File: src/rtl/uop_selftest_pkg.sv
// Shared types and sizing helpers for the gate self-test sequencer.
package uop_selftest_pkg;

   typedef enum logic [1:0] {
      ST_IDLE  = 2'd0,
      ST_WAIT  = 2'd1,
      ST_CHECK = 2'd2,
      ST_DONE  = 2'd3
   } seq_state_e;

   localparam int unsigned N_IN_MAX = 6;

   // Number of input minterms for an n-input gate.
   function automatic int unsigned minterm_cnt(input int unsigned n);
      return 32'(1) << n;
   endfunction

   // Bits needed to count 0..v-1 (at least one).
   function automatic int unsigned cnt_width(input int unsigned v);
      return (v < 2) ? 1 : 32'($clog2(v));
   endfunction

endpackage

File: src/rtl/uop_minterm_seq_if.sv
// Control/result bundle between board logic, gate under test and the sequencer.
interface uop_minterm_seq_if #(
   parameter int unsigned N_IN = 2
);
   logic            start;
   logic [N_IN-1:0] dut_in;
   logic            dut_out;
   logic            busy;
   logic            done;
   logic            pass;
   logic [N_IN:0]   fail_count;
   logic [N_IN-1:0] first_fail;

   modport master (
      output start, dut_out,
      input  dut_in, busy, done, pass, fail_count, first_fail
   );

   modport slave (
      input  start, dut_out,
      output dut_in, busy, done, pass, fail_count, first_fail
   );
endinterface

File: src/rtl/uop_settle_timer.sv
// Settle-time counter: counts enabled cycles and flags the last settle cycle.
module uop_settle_timer
   import uop_selftest_pkg::*;
#(
   parameter int unsigned SETTLE = 2
) (
   input  logic clk,
   input  logic n_reset,
   input  logic clear,
   input  logic enable,
   output logic expired
);
   localparam int unsigned    CW   = cnt_width(SETTLE);
   localparam logic [CW-1:0]  LAST = CW'(SETTLE - 1);

   logic [CW-1:0] cnt_q, cnt_d;

   assign expired = (cnt_q == LAST);

   always_comb begin
      cnt_d = cnt_q;
      if (clear)
         cnt_d = '0;
      else if (enable && !expired)
         cnt_d = cnt_q + CW'(1);
   end

   always_ff @(posedge clk or negedge n_reset) begin
      if (!n_reset) cnt_q <= '0;
      else          cnt_q <= cnt_d;
   end
endmodule

File: src/rtl/uop_minterm_seq.sv
// Walks every minterm onto a combinational gate and checks it against EXPECT.
// Optional UOP_SEQ_STOP_ON_FAIL_EN ends the run at the first mismatch.
module uop_minterm_seq
   import uop_selftest_pkg::*;
#(
   parameter int unsigned              N_IN   = 2,
   parameter logic [(1 << N_IN)-1:0]   EXPECT = 4'b1001,
   parameter int unsigned              SETTLE = 2
) (
   input logic              clk,
   input logic              n_reset,
   uop_minterm_seq_if.slave bus
);
   localparam int unsigned     N_MINT = minterm_cnt(N_IN);
   localparam logic [N_IN-1:0] LAST   = N_IN'(N_MINT - 1);

   seq_state_e      state_q, state_d;
   logic [N_IN-1:0] minterm_q, minterm_d;
   logic [N_IN:0]   fail_count_q, fail_count_d;
   logic [N_IN-1:0] first_fail_q, first_fail_d;
   logic            pass_q, pass_d;
   logic            busy_q, busy_d;
   logic            done_q, done_d;
   logic            expired;
   logic            mismatch_c;

   // Counter sits at zero outside WAIT so each minterm starts a fresh settle.
   uop_settle_timer #(.SETTLE(SETTLE)) u_timer (
      .clk     (clk),
      .n_reset (n_reset),
      .clear   (state_q != ST_WAIT),
      .enable  (state_q == ST_WAIT),
      .expired (expired)
   );

   assign mismatch_c = (bus.dut_out != EXPECT[minterm_q]);

   always_comb begin
      state_d      = state_q;
      minterm_d    = minterm_q;
      fail_count_d = fail_count_q;
      first_fail_d = first_fail_q;
      pass_d       = pass_q;
      case (state_q)
         ST_IDLE: begin
            if (bus.start) begin
               state_d      = ST_WAIT;
               minterm_d    = '0;
               fail_count_d = '0;
               first_fail_d = '0;
               pass_d       = 1'b0;
            end
         end
         ST_WAIT: begin
            if (expired) state_d = ST_CHECK;
         end
         ST_CHECK: begin
            if (mismatch_c) begin
               fail_count_d = fail_count_q + (N_IN+1)'(1);
               if (fail_count_q == '0) first_fail_d = minterm_q;
            end
`ifdef UOP_SEQ_STOP_ON_FAIL_EN
            if (mismatch_c || (minterm_q == LAST)) begin
`else
            if (minterm_q == LAST) begin
`endif
               state_d = ST_DONE;
            end else begin
               minterm_d = minterm_q + N_IN'(1);
               state_d   = ST_WAIT;
            end
         end
         ST_DONE: begin
            pass_d    = (fail_count_q == '0);
            minterm_d = '0;
            state_d   = ST_IDLE;
         end
         default: state_d = ST_IDLE;
      endcase
      busy_d = (state_d == ST_WAIT) || (state_d == ST_CHECK);
      done_d = (state_d == ST_DONE);
   end

   always_ff @(posedge clk or negedge n_reset) begin
      if (!n_reset) begin
         state_q      <= ST_IDLE;
         minterm_q    <= '0;
         fail_count_q <= '0;
         first_fail_q <= '0;
         pass_q       <= 1'b0;
         busy_q       <= 1'b0;
         done_q       <= 1'b0;
      end else begin
         state_q      <= state_d;
         minterm_q    <= minterm_d;
         fail_count_q <= fail_count_d;
         first_fail_q <= first_fail_d;
         pass_q       <= pass_d;
         busy_q       <= busy_d;
         done_q       <= done_d;
      end
   end

   assign bus.dut_in     = minterm_q;
   assign bus.busy       = busy_q;
   assign bus.done       = done_q;
   assign bus.pass       = pass_q;
   assign bus.fail_count = fail_count_q;
   assign bus.first_fail = first_fail_q;
endmodule

File: src/flat_wrapper.sv
// flat-port wrapper written by rule: the top's interface ports become plain ports
module uop_minterm_seq_flat import uop_selftest_pkg::*;
#(
   parameter int unsigned              N_IN   = 2,
   parameter logic [(1 << N_IN)-1:0]   EXPECT = 4'b1001,
   parameter int unsigned              SETTLE = 2
)
  (clk, n_reset, bus_start, bus_dut_out, bus_dut_in, bus_busy, bus_done, bus_pass, bus_fail_count, bus_first_fail);
  uop_minterm_seq_if #(.N_IN(N_IN)) bus_i ();
  input logic clk;
  input logic n_reset;
  input wire logic [$bits(bus_i.start)-1:0] bus_start;
  input wire logic [$bits(bus_i.dut_out)-1:0] bus_dut_out;
  output wire logic [$bits(bus_i.dut_in)-1:0] bus_dut_in;
  output wire logic [$bits(bus_i.busy)-1:0] bus_busy;
  output wire logic [$bits(bus_i.done)-1:0] bus_done;
  output wire logic [$bits(bus_i.pass)-1:0] bus_pass;
  output wire logic [$bits(bus_i.fail_count)-1:0] bus_fail_count;
  output wire logic [$bits(bus_i.first_fail)-1:0] bus_first_fail;
  assign bus_i.start = bus_start;
  assign bus_i.dut_out = bus_dut_out;
  assign bus_dut_in = bus_i.dut_in;
  assign bus_busy = bus_i.busy;
  assign bus_done = bus_i.done;
  assign bus_pass = bus_i.pass;
  assign bus_fail_count = bus_i.fail_count;
  assign bus_first_fail = bus_i.first_fail;
  uop_minterm_seq #(.N_IN(N_IN), .EXPECT(EXPECT), .SETTLE(SETTLE)) u_core (.clk(clk), .n_reset(n_reset), .bus(bus_i));
endmodule
File: config.mk
export PLATFORM = sky130hd
export DESIGN_NAME = uop_minterm_seq_flat
export DESIGN_NICKNAME = d
export VERILOG_FILES = /design/src/rtl/uop_selftest_pkg.sv /design/src/rtl/uop_minterm_seq_if.sv /design/src/rtl/uop_settle_timer.sv /design/src/rtl/uop_minterm_seq.sv /design/src/flat_wrapper.sv
export SDC_FILE = /design/constraint.sdc
export NUM_CORES = 1
export LEC_CHECK = 0
export ABC_AREA = 1
export ABC_CLOCK_PERIOD_IN_PS = 1250
export BUFFER_PORTS_ARGS = -buffer_cell sky130_fd_sc_hd__buf_2
export CORE_MARGIN = 2
export CORE_UTILIZATION = 46
export DETAILED_ROUTE_END_ITERATION = 10
export MAX_ROUTING_LAYER = met4
export PLACE_DENSITY = 0.73
export SLEW_MARGIN = 20
export SYNTH_ARGS = -nofsm -noshare
export SYNTH_HDL_FRONTEND = slang
export SYNTH_HIERARCHICAL = 1
export SYNTH_SLANG_ARGS = --single-unit
export TNS_END_PERCENT = 100
File: constraint.sdc
create_clock -name clk -period 1.25 [get_ports clk]
set_input_delay 0.0625 -clock clk [delete_from_list [all_inputs] [get_ports clk]]
set_output_delay 0.0625 -clock clk [all_outputs]
set_load 0.01 [all_outputs]
-- After elaboration in Yosys (flattened, before gate mapping)
Cells that the tools add are included.
- register bits after elaboration: 13
- input port bits: 4
- output and inout port bits: 10
- add/sub/neg operators: 3
- $lt $le $gt $ge: 1
- eq/ne operators: 13
- mux-type cells: 19
- reductions and logical operators: 13
- operators with widths (cell ; number):
    two-way mux 2 bit ; 7
    equality test 2 bit, second input constant ; 5
    one-hot mux 2 bit (4 select lines) ; 1
    two-way mux 3 bit ; 2
    != test 2 x 1 -> 1 bit, second input constant ; 3
    one-hot mux 2 bit (3 select lines) ; 1
    one-hot mux 3 bit (2 select lines) ; 1
    AND reduction 3 bit ; 2
    nonzero test 2 bit ; 3
    equality test 2 x 1 -> 1 bit, second input constant ; 2
    two-way mux 1 bit ; 4
    != test 2 bit, second input constant ; 2
    one-hot mux 2 bit (2 select lines) ; 1
    AND reduction 4 bit ; 1
    adder 3 x 1 -> 3 bit, second input constant ; 1
    zero test 3 bit ; 1
    less-than comparator 2 x 3 -> 1 bit, second input constant ; 1
    nonzero test 3 bit ; 1
    adder 2 x 1 -> 2 bit, second input constant ; 1
    binary-select mux 1 bit (select 2 bit) ; 1
    zero test 2 bit ; 1
    one-hot mux 1 bit (2 select lines) ; 1
    AND reduction 2 bit ; 1
    adder 1 bit, second input constant ; 1
    4 further kinds ; 4

-- Logic depth before layout (Yosys ltp)
Gate-level depths: netlist of run 1.
- depth after elaboration: 5
- mapped depth: 7
- mapped depth without buffers: 7

-- Modules after synthesis
The synthesis of run 1 kept the hierarchy.
- modules (own cells, without submodules) (module ; times used ; cells an instance ; area each (um^2)):
    uop_minterm_seq ; 1 ; 77 ; 633.1
    uop_settle_timer ; 1 ; 3 ; 32.5

-- Worst setup path after synthesis of run 1
Ideal clock, no wire load.
- path kind: reg-to-reg
- from: reg u_core.minterm_q[0], in the netlist u_core/bus.dut_in[0]
- to: reg u_core.fail_count_q[2], in the netlist u_core/bus.fail_count[2]
- arrival time: 1.156 ns
- data required time: 1.124 ns
- slack: -0.032 ns
- stages on the path, launching flop included: 8
- buffers on the path: 0
- clock period less this slack: 1.282 ns
- cell sequence: dfrtp_1 -> ha_1 -> inv_1 -> nand2_1 -> nand3_2 -> nand2_1 -> nand2_1 -> o21ai_0
- cells in the longest elaborated chain, start to end: 5
- ends and longest elaborated chain (item ; line ; RTL):
    start, declared ; uop_minterm_seq.sv:18 ; logic [N_IN-1:0] minterm_q, minterm_d;
    start signal, assigned ; uop_minterm_seq.sv:95 ; minterm_q <= minterm_d;
    binary-select mux 1 bit (select 2 bit) ; uop_minterm_seq.sv:36 ; assign mismatch_c = (bus.dut_out != EXPECT[minterm_q]);
    two-way mux 1 bit (not written as such) ; uop_minterm_seq.sv:36 ;
    != test 1 bit ; uop_minterm_seq.sv:36 ;
    != test 2 x 1 -> 1 bit (no line) ; -- ;
    AND reduction 3 bit (no line) ; -- ;
    end signal, assigned ; uop_minterm_seq.sv:96 ; fail_count_q <= fail_count_d;
    end, declared ; uop_minterm_seq.sv:19 ; logic [N_IN:0] fail_count_q, fail_count_d;
Every way passes these cells. The select of a mux whose other input is x is not followed.
A chain may end at the register's enable or synchronous reset.

-- Worst setup path after layout of run 1
- from: reg u_core.minterm_q[0], in the netlist u_core/bus.dut_in[0]
- to: reg u_core.first_fail_q[0], in the netlist u_core/bus.first_fail[0]
- cells in the longest elaborated chain, start to end: 5
- ends and longest elaborated chain (item ; line ; RTL):
    binary-select mux 1 bit (select 2 bit) ; uop_minterm_seq.sv:36 ;
    two-way mux 1 bit (not written as such) ; uop_minterm_seq.sv:36 ;
    != test 1 bit ; uop_minterm_seq.sv:36 ;
    != test 2 x 1 -> 1 bit (no line) ; -- ;
    AND reduction 4 bit (no line) ; -- ;
    end signal, assigned ; uop_minterm_seq.sv:97 ; first_fail_q <= first_fail_d;
    end, declared ; uop_minterm_seq.sv:20 ; logic [N_IN-1:0] first_fail_q, first_fail_d;
Several ways; a longest one is shown, not always the timed one. The select of a mux whose other input is x is not followed.

==> results of run 1 <==
cells in the mapped netlist, drive strengths merged:
cell type | number | share of area, %
ha | 4 | 7.5
nand4 | 3 | 2.8
inv | 13 | 7.3
o21ai | 7 | 5.3
nor3 | 1 | 0.75
nand2 | 23 | 13
nand3 | 8 | 8.3
dfrtp | 13 | 49
o21a | 1 | 1.1
nor2 | 7 | 5.1
metrics by stage:
stage	setup TNS [ns]	area (sq um)	worst slack, ns	instances
finish	0	875	0.0475	119
global route	-0.0176	875	-0.0130	119
CTS	0	846	0.000639	119
detailed placement	-0.00836	807	-0.00836	114
global placement	0	807	0.0469	114
floorplan	0	678	0.0356	80
registers in the layout (all words and copies together) (netlist names):
register and flops:
u_core/bus.busy 1, u_core/bus.done 1, u_core/state_q 2, u_core/bus.fail_count 3
u_core/bus.dut_in 2, u_core/bus.pass 1, u_core/bus.first_fail 2, u_core/u_timer/expired 1
metal layers:
metal	track usage [%]	vias to the layer above
li1	-	302
met1	18.1	265
met2	24.1	7
met3	2.59	2
met4	7.50	0
met5	-	-
cell type report:
type / count / area, sq um / area share, %
repair buffers: 20 / 120 / 13.7
flip-flops and latches: 13 / 327 / 37.3
clock buffers: 4 / 26.3 / 3.00
multi-input cells: 54 / 332 / 37.9
well taps: 15 / 18.8 / 2.15
inverters: 13 / 51.3 / 5.87
timing repair:
action                     CTS  global route
gates resized for setup      1            11
buffers inserted             0             0
hold buffers                 1             0
setup endpoints to repair    2             6
hold endpoints to repair    13             0
cloned                       0             0
pin swaps                    1             4
critical path: stages, from the launching register on:
cell     delay, ns
dfrtp_1       0.42
ha_4          0.32
nand2_1       0.08
nand3_2       0.10
nand3_2       0.08
nand2_1       0.07
nand2_1       0.04
cells by family (layout without fill, tap and decap cells):
kind of cell             after synthesis  after routing  synth area share (%)
adder cells (fa/ha/maj)                4              4                  7.52
flip-flops                            13             13                  48.9
AND/OR/NAND/NOR                       42             42                  29.9
AO/OA/AOI/OAI                          8              8                  6.39
buffers and inverters                 13             37                  7.33
final timing paths:
path | end | slack (ns)
hold reg to reg | u_core/bus.first_fail[0]$_DFFE_PN0P_ | 0.47
hold / removal | u_core/state_q[0]$_DFF_PN0_ | 0.13
max in group asynchronous | u_core/state_q[0]$_DFF_PN0_ | 0.80
min in group asynchronous | u_core/bus.dut_in[0]$_DFFE_PN0P_ | 0.20
setup reg to reg | u_core/bus.first_fail[0]$_DFFE_PN0P_ | 0.05
setup / recovery | u_core/bus.first_fail[0]$_DFFE_PN0P_ | 0.05
report_power, final:
group	leakage (nW)	internal (W)	switching [W]
sequential	0.172	0.000532	0.0000946
combinational	0.272	0.000313	0.000420
clock	0.0150	0.000123	0.000132
total	0.460	0.000968	0.000647
==> results.md, run 1 <==
- Clock buffer depth: 2
- First-pass GRT wire length: 1950 um
- Initial antenna violation count: 0
- Crit path max fanout: 4
- Fin util: 65.6%
- ANT cells: 0
- Hold crit path type: input pin to register
- P_leak: 0.460 nW
- Sequential area share after synthesis: 48.9%
- Metal3 WL: approximately 36 um
- Status: finished clean
- CTS H-tree lvls: 1
- Drt pass-1 iters: 4
- GRT overflow: 0
- DRT met1 WL: 585 um
- Core area: 1330 sq um
- Initial core utilization: between 40% and 50%
- Least-Margin Pin Slew: around 0.29 ns
- Synth cell types: 13
- Worst hold path stage count: 3
- Post-Route WL: 1300 um
- YS warnings: 6
- Final setup violation count: 0
- Filler cell count: roughly 120
- Max layer used: met4
- Power Density: around 1800 nW/um^2
- Area Growth Syn to Fin: 31.4%
- Max Fclk: 832 MHz
- GPL Wtd Cong: about 0.77
- Fin. Hold Viols: 0
- Vias in the first global route: 467
- Clock-pin slew on the worst setup and hold paths: 0.08 ns
- Worst-case reg-to-reg path depth: 6
- Post-Syn Instances: 80
- Max cap viols: 0
- Worst setup path start: u_core/bus.dut_in[0]$_DFFE_PN0P_
- Layout cells sized above 1: 33.7%
- Die X: around 42 um
- Port Buffers: 13
- Max-slew violations: 0
- Hold Crit Start: bus_start
- Tcrit/Tclk final: between 90% and 100%
- Crit path kind: register to register
- Syn Nets: 88
- CTS Buf Count: 3
- Met2 WL: approximately 660 um
- Full die area: 1770 sq um
- DP HPWL: 978 um
- Cell Area, Synth: 666 sq um
- Die height: 42.0 um
- Number of synthesized register bits: 13
- Post-DRT Antenna Nets: 0
- Root Buffer: clkbuf_4
- VDD IR max: 0.00103 V
- WP data required: 1.42 ns
- GRT Overall Usage: between 10% and 20%
- Min cycle time layout: about 1.2 ns
- Commonest non-fill, non-tap cells in the layout: nand2_1 (19), buf_2 (13), dfrtp_1 (12)
- NumNets Final: 113
- CP arrival: 1.37 ns
- Reg-to-reg critical path startpoint: u_core/bus.dut_in[0]$_DFFE_PN0P_
- Pin count of the biggest net entering global routing: 14
- Clock sinks: 13
- CTS tree: built
- Vias after detailed routing: ~580
- RSZ-0062 raised after global routing: yes
- Post-route DRC: 0
- IO Pins: 14
- Final Skew: 0.00440 ns
- Clk Latency, worst-skew pair: 0.27 ns
- Crit end category: register
- Rel. slew slack: between 80% and 90%
- Critical Path Start Type: register
- Iter 0 DRT Violations: 11
- Worst hold slack: 0.129 ns
- Vias per cell: 4.84
- Most common cell after layout, fill and taps aside: nand2_1
- Pwr Total: 0.00162 W
- WL/cell: 10.9 um
- Site row count: 13
- Mapped Avg Cell Area: 8.32 sq um
(Power assumes the default switching activity.)
==> inputs of run 2 (changes only) <==
--- a/config.mk
+++ b/config.mk
@@ -8,8 +8,10 @@
 export ABC_AREA = 1
 export ABC_CLOCK_PERIOD_IN_PS = 1250
 export BUFFER_PORTS_ARGS = -buffer_cell sky130_fd_sc_hd__buf_2
+export CELL_PAD_IN_SITES_DETAIL_PLACEMENT = 1
+export CELL_PAD_IN_SITES_GLOBAL_PLACEMENT = 1
 export CORE_MARGIN = 2
-export CORE_UTILIZATION = 46
+export CORE_UTILIZATION = 34
 export DETAILED_ROUTE_END_ITERATION = 10
 export MAX_ROUTING_LAYER = met4
 export PLACE_DENSITY = 0.73
==> results.md, run 2 (synthesis results as in run 1) <==
- Status: finished clean
- VDD IR max: 0.000730 V
- Fin. Hold Viols: 0
- Max-slew violations: 0
- CTS Buf Count: 3
- WP data required: 1.41 ns
- RSZ-0062 raised after global routing: yes
- Critical Path Start Type: register
- Min cycle time layout: ~1.2 ns
- Most common cell after layout, fill and taps aside: nand2_1
- Full die area: 2330 sq um
- Clock buffer depth: 2
- Max reg flops: 3
- NumNets Final: 114
- Core area: 1900 sq um
- Tcrit/Tclk final: approximately 95%
- Layout cells sized above 1: around 34%
- Final Skew: between 0.0015 and 0.002 ns
- Post-Route WL: 1480 um
- Pwr Total: about 0.0016 W
- Pin count of the biggest net entering global routing: 14
- Root Buffer: clkbuf_4
- WL/cell: 11.2 um
- Max cap viols: 0
- Max Fclk: around 850 MHz
- Rel. slew slack: approximately four fifths
- GRT overflow: 0
- Clk Latency, worst-skew pair: 0.27 ns
- CTS tree: built
- Area Growth Syn to Fin: 32.9%
- Filler cell count: between 200 and 250
- Cell area after layout: 885 sq um
- Die height: 48.2 um
- Post-route DRC: 0
- Vias per cell: approximately 4.6
- Pre-CTS setup slack: 0.0200 ns
- First-pass GRT wire length: between 2000 and 2500 um
- Crit path kind: register to register
- Power Density: 1810 nW/um^2
- Port Buffers: 13
- Least-Margin Pin Slew: between 0.3 and 0.4 ns
- DP HPWL: between 1000 and 1500 um
- Clock sinks: 13
- Crit path max fanout: 4
- Site row count: 16
- Commonest non-fill, non-tap cells in the layout: nand2_1 (20), buf_2 (13), dfrtp_1 (12)
- CTS H-tree lvls: 1
- Clock-pin slew on the worst setup and hold paths: 0.08 ns
- Worst hold slack: 0.102 ns
- Final setup violation count: 0
- Hold crit path type: input pin to register
- Cell Area, Placed: a little over 800 sq um
- Fin cells: approximately 130
- Placed cell count: 126
- Worst setup margin: slightly below 0.07 ns
- GPL Wtd Cong: a little under 0.8
- Initial core utilization: a little over a third
- IO Pins: 14
- Crit end category: register
- Die X: 48.2 um
- CP arrival: 1.34 ns
- Drt pass-1 iters: 4
- Initial antenna violation count: 0
- ANT cells: 0
- Vias after detailed routing: 603
- GRT Overall Usage: 15.8%
- Post-DRT Antenna Nets: 0
- P_leak: roughly 0.46 nW
- Vias in the first global route: roughly 540
- Iter 0 DRT Violations: 6
run 2: cell count changes in the layout (fill, tap and decap cells not counted):
cell     before  now
buf_4         6    7
inv_2         1    2
inv_4         1    0
nand2_1      19   20
nand2_4       1    0
nand3_2       3    4
nand3_4       1    0
nor3_1        1    0
nor3_2        0    1
run 2: metrics by stage:
stage / util [%] / TNS (ns)
5_1_grt: 46.5 / -0.0442
3_3_place_gp: 43.2 / 0
3_5_place_dp: 43.2 / 0
6_report: 46.5 / 0
4_1_cts: 45.1 / 0
2_1_floorplan: - / 0
run 2: layout make-up:
class                      count  area, sq um  area share (%)
sequential                    13          327            36.9
multi-input combinational     54          322            36.4
timing repair buffer          21          128            14.4
inverter                      13         48.8            5.52
tap                           27         33.8            3.82
clock buffer                   4         26.3            2.97
run 2: worst paths after layout:
path / startpoint / cells after the start / end / slack [ns]
min reg2reg: u_core/bus.first_fail[1]$_DFFE_PN0P_ / 2 / u_core/bus.first_fail[1]$_DFFE_PN0P_ / 0.47
max reg2reg: u_core/bus.dut_in[1]$_DFFE_PN0P_ / 6 / u_core/bus.fail_count[1]$_DFFE_PN0P_ / 0.07
min in group asynchronous: n_reset / 2 / u_core/bus.first_fail[0]$_DFFE_PN0P_ / 0.20
min: bus_start / 3 / u_core/state_q[0]$_DFF_PN0_ / 0.10
max in group asynchronous: n_reset / 2 / u_core/state_q[0]$_DFF_PN0_ / 0.79
max: u_core/bus.dut_in[1]$_DFFE_PN0P_ / 6 / u_core/bus.fail_count[1]$_DFFE_PN0P_ / 0.07
run 2: layer usage:
metal	vias up	GRT usage (%)	share of wire, %
li1	308	-	-
met1	282	20.7	47
met2	11	22.6	48
met3	2	2.22	3.6
met4	0	9.73	1.4
met5	-	-	0
run 2: power breakdown:
part	switching [W]	total (W)	internal, W	leakage, nW
clock	0.000141	0.000265	0.000124	0.0150
sequential	0.0000977	0.000630	0.000532	0.172
combinational	0.000400	0.000705	0.000305	0.274
run 2: critical path: stages, from the launching register on:
cell     delay, ns
dfrtp_1       0.42
ha_4          0.26
inv_2         0.06
nand2_2       0.05
buf_4         0.12
nand4_1       0.07
o21ai_0       0.08
run 2: timing repair:
| action | 4_1_cts | 5_1_grt |
|---|---|---|
| setup buffers | 0 | 1 |
| setup endpoints to repair | 0 | 6 |
| hold buffers | 1 | 0 |
| resized for setup | 0 | 9 |
| endpoints found under the hold margin | 13 | 0 |
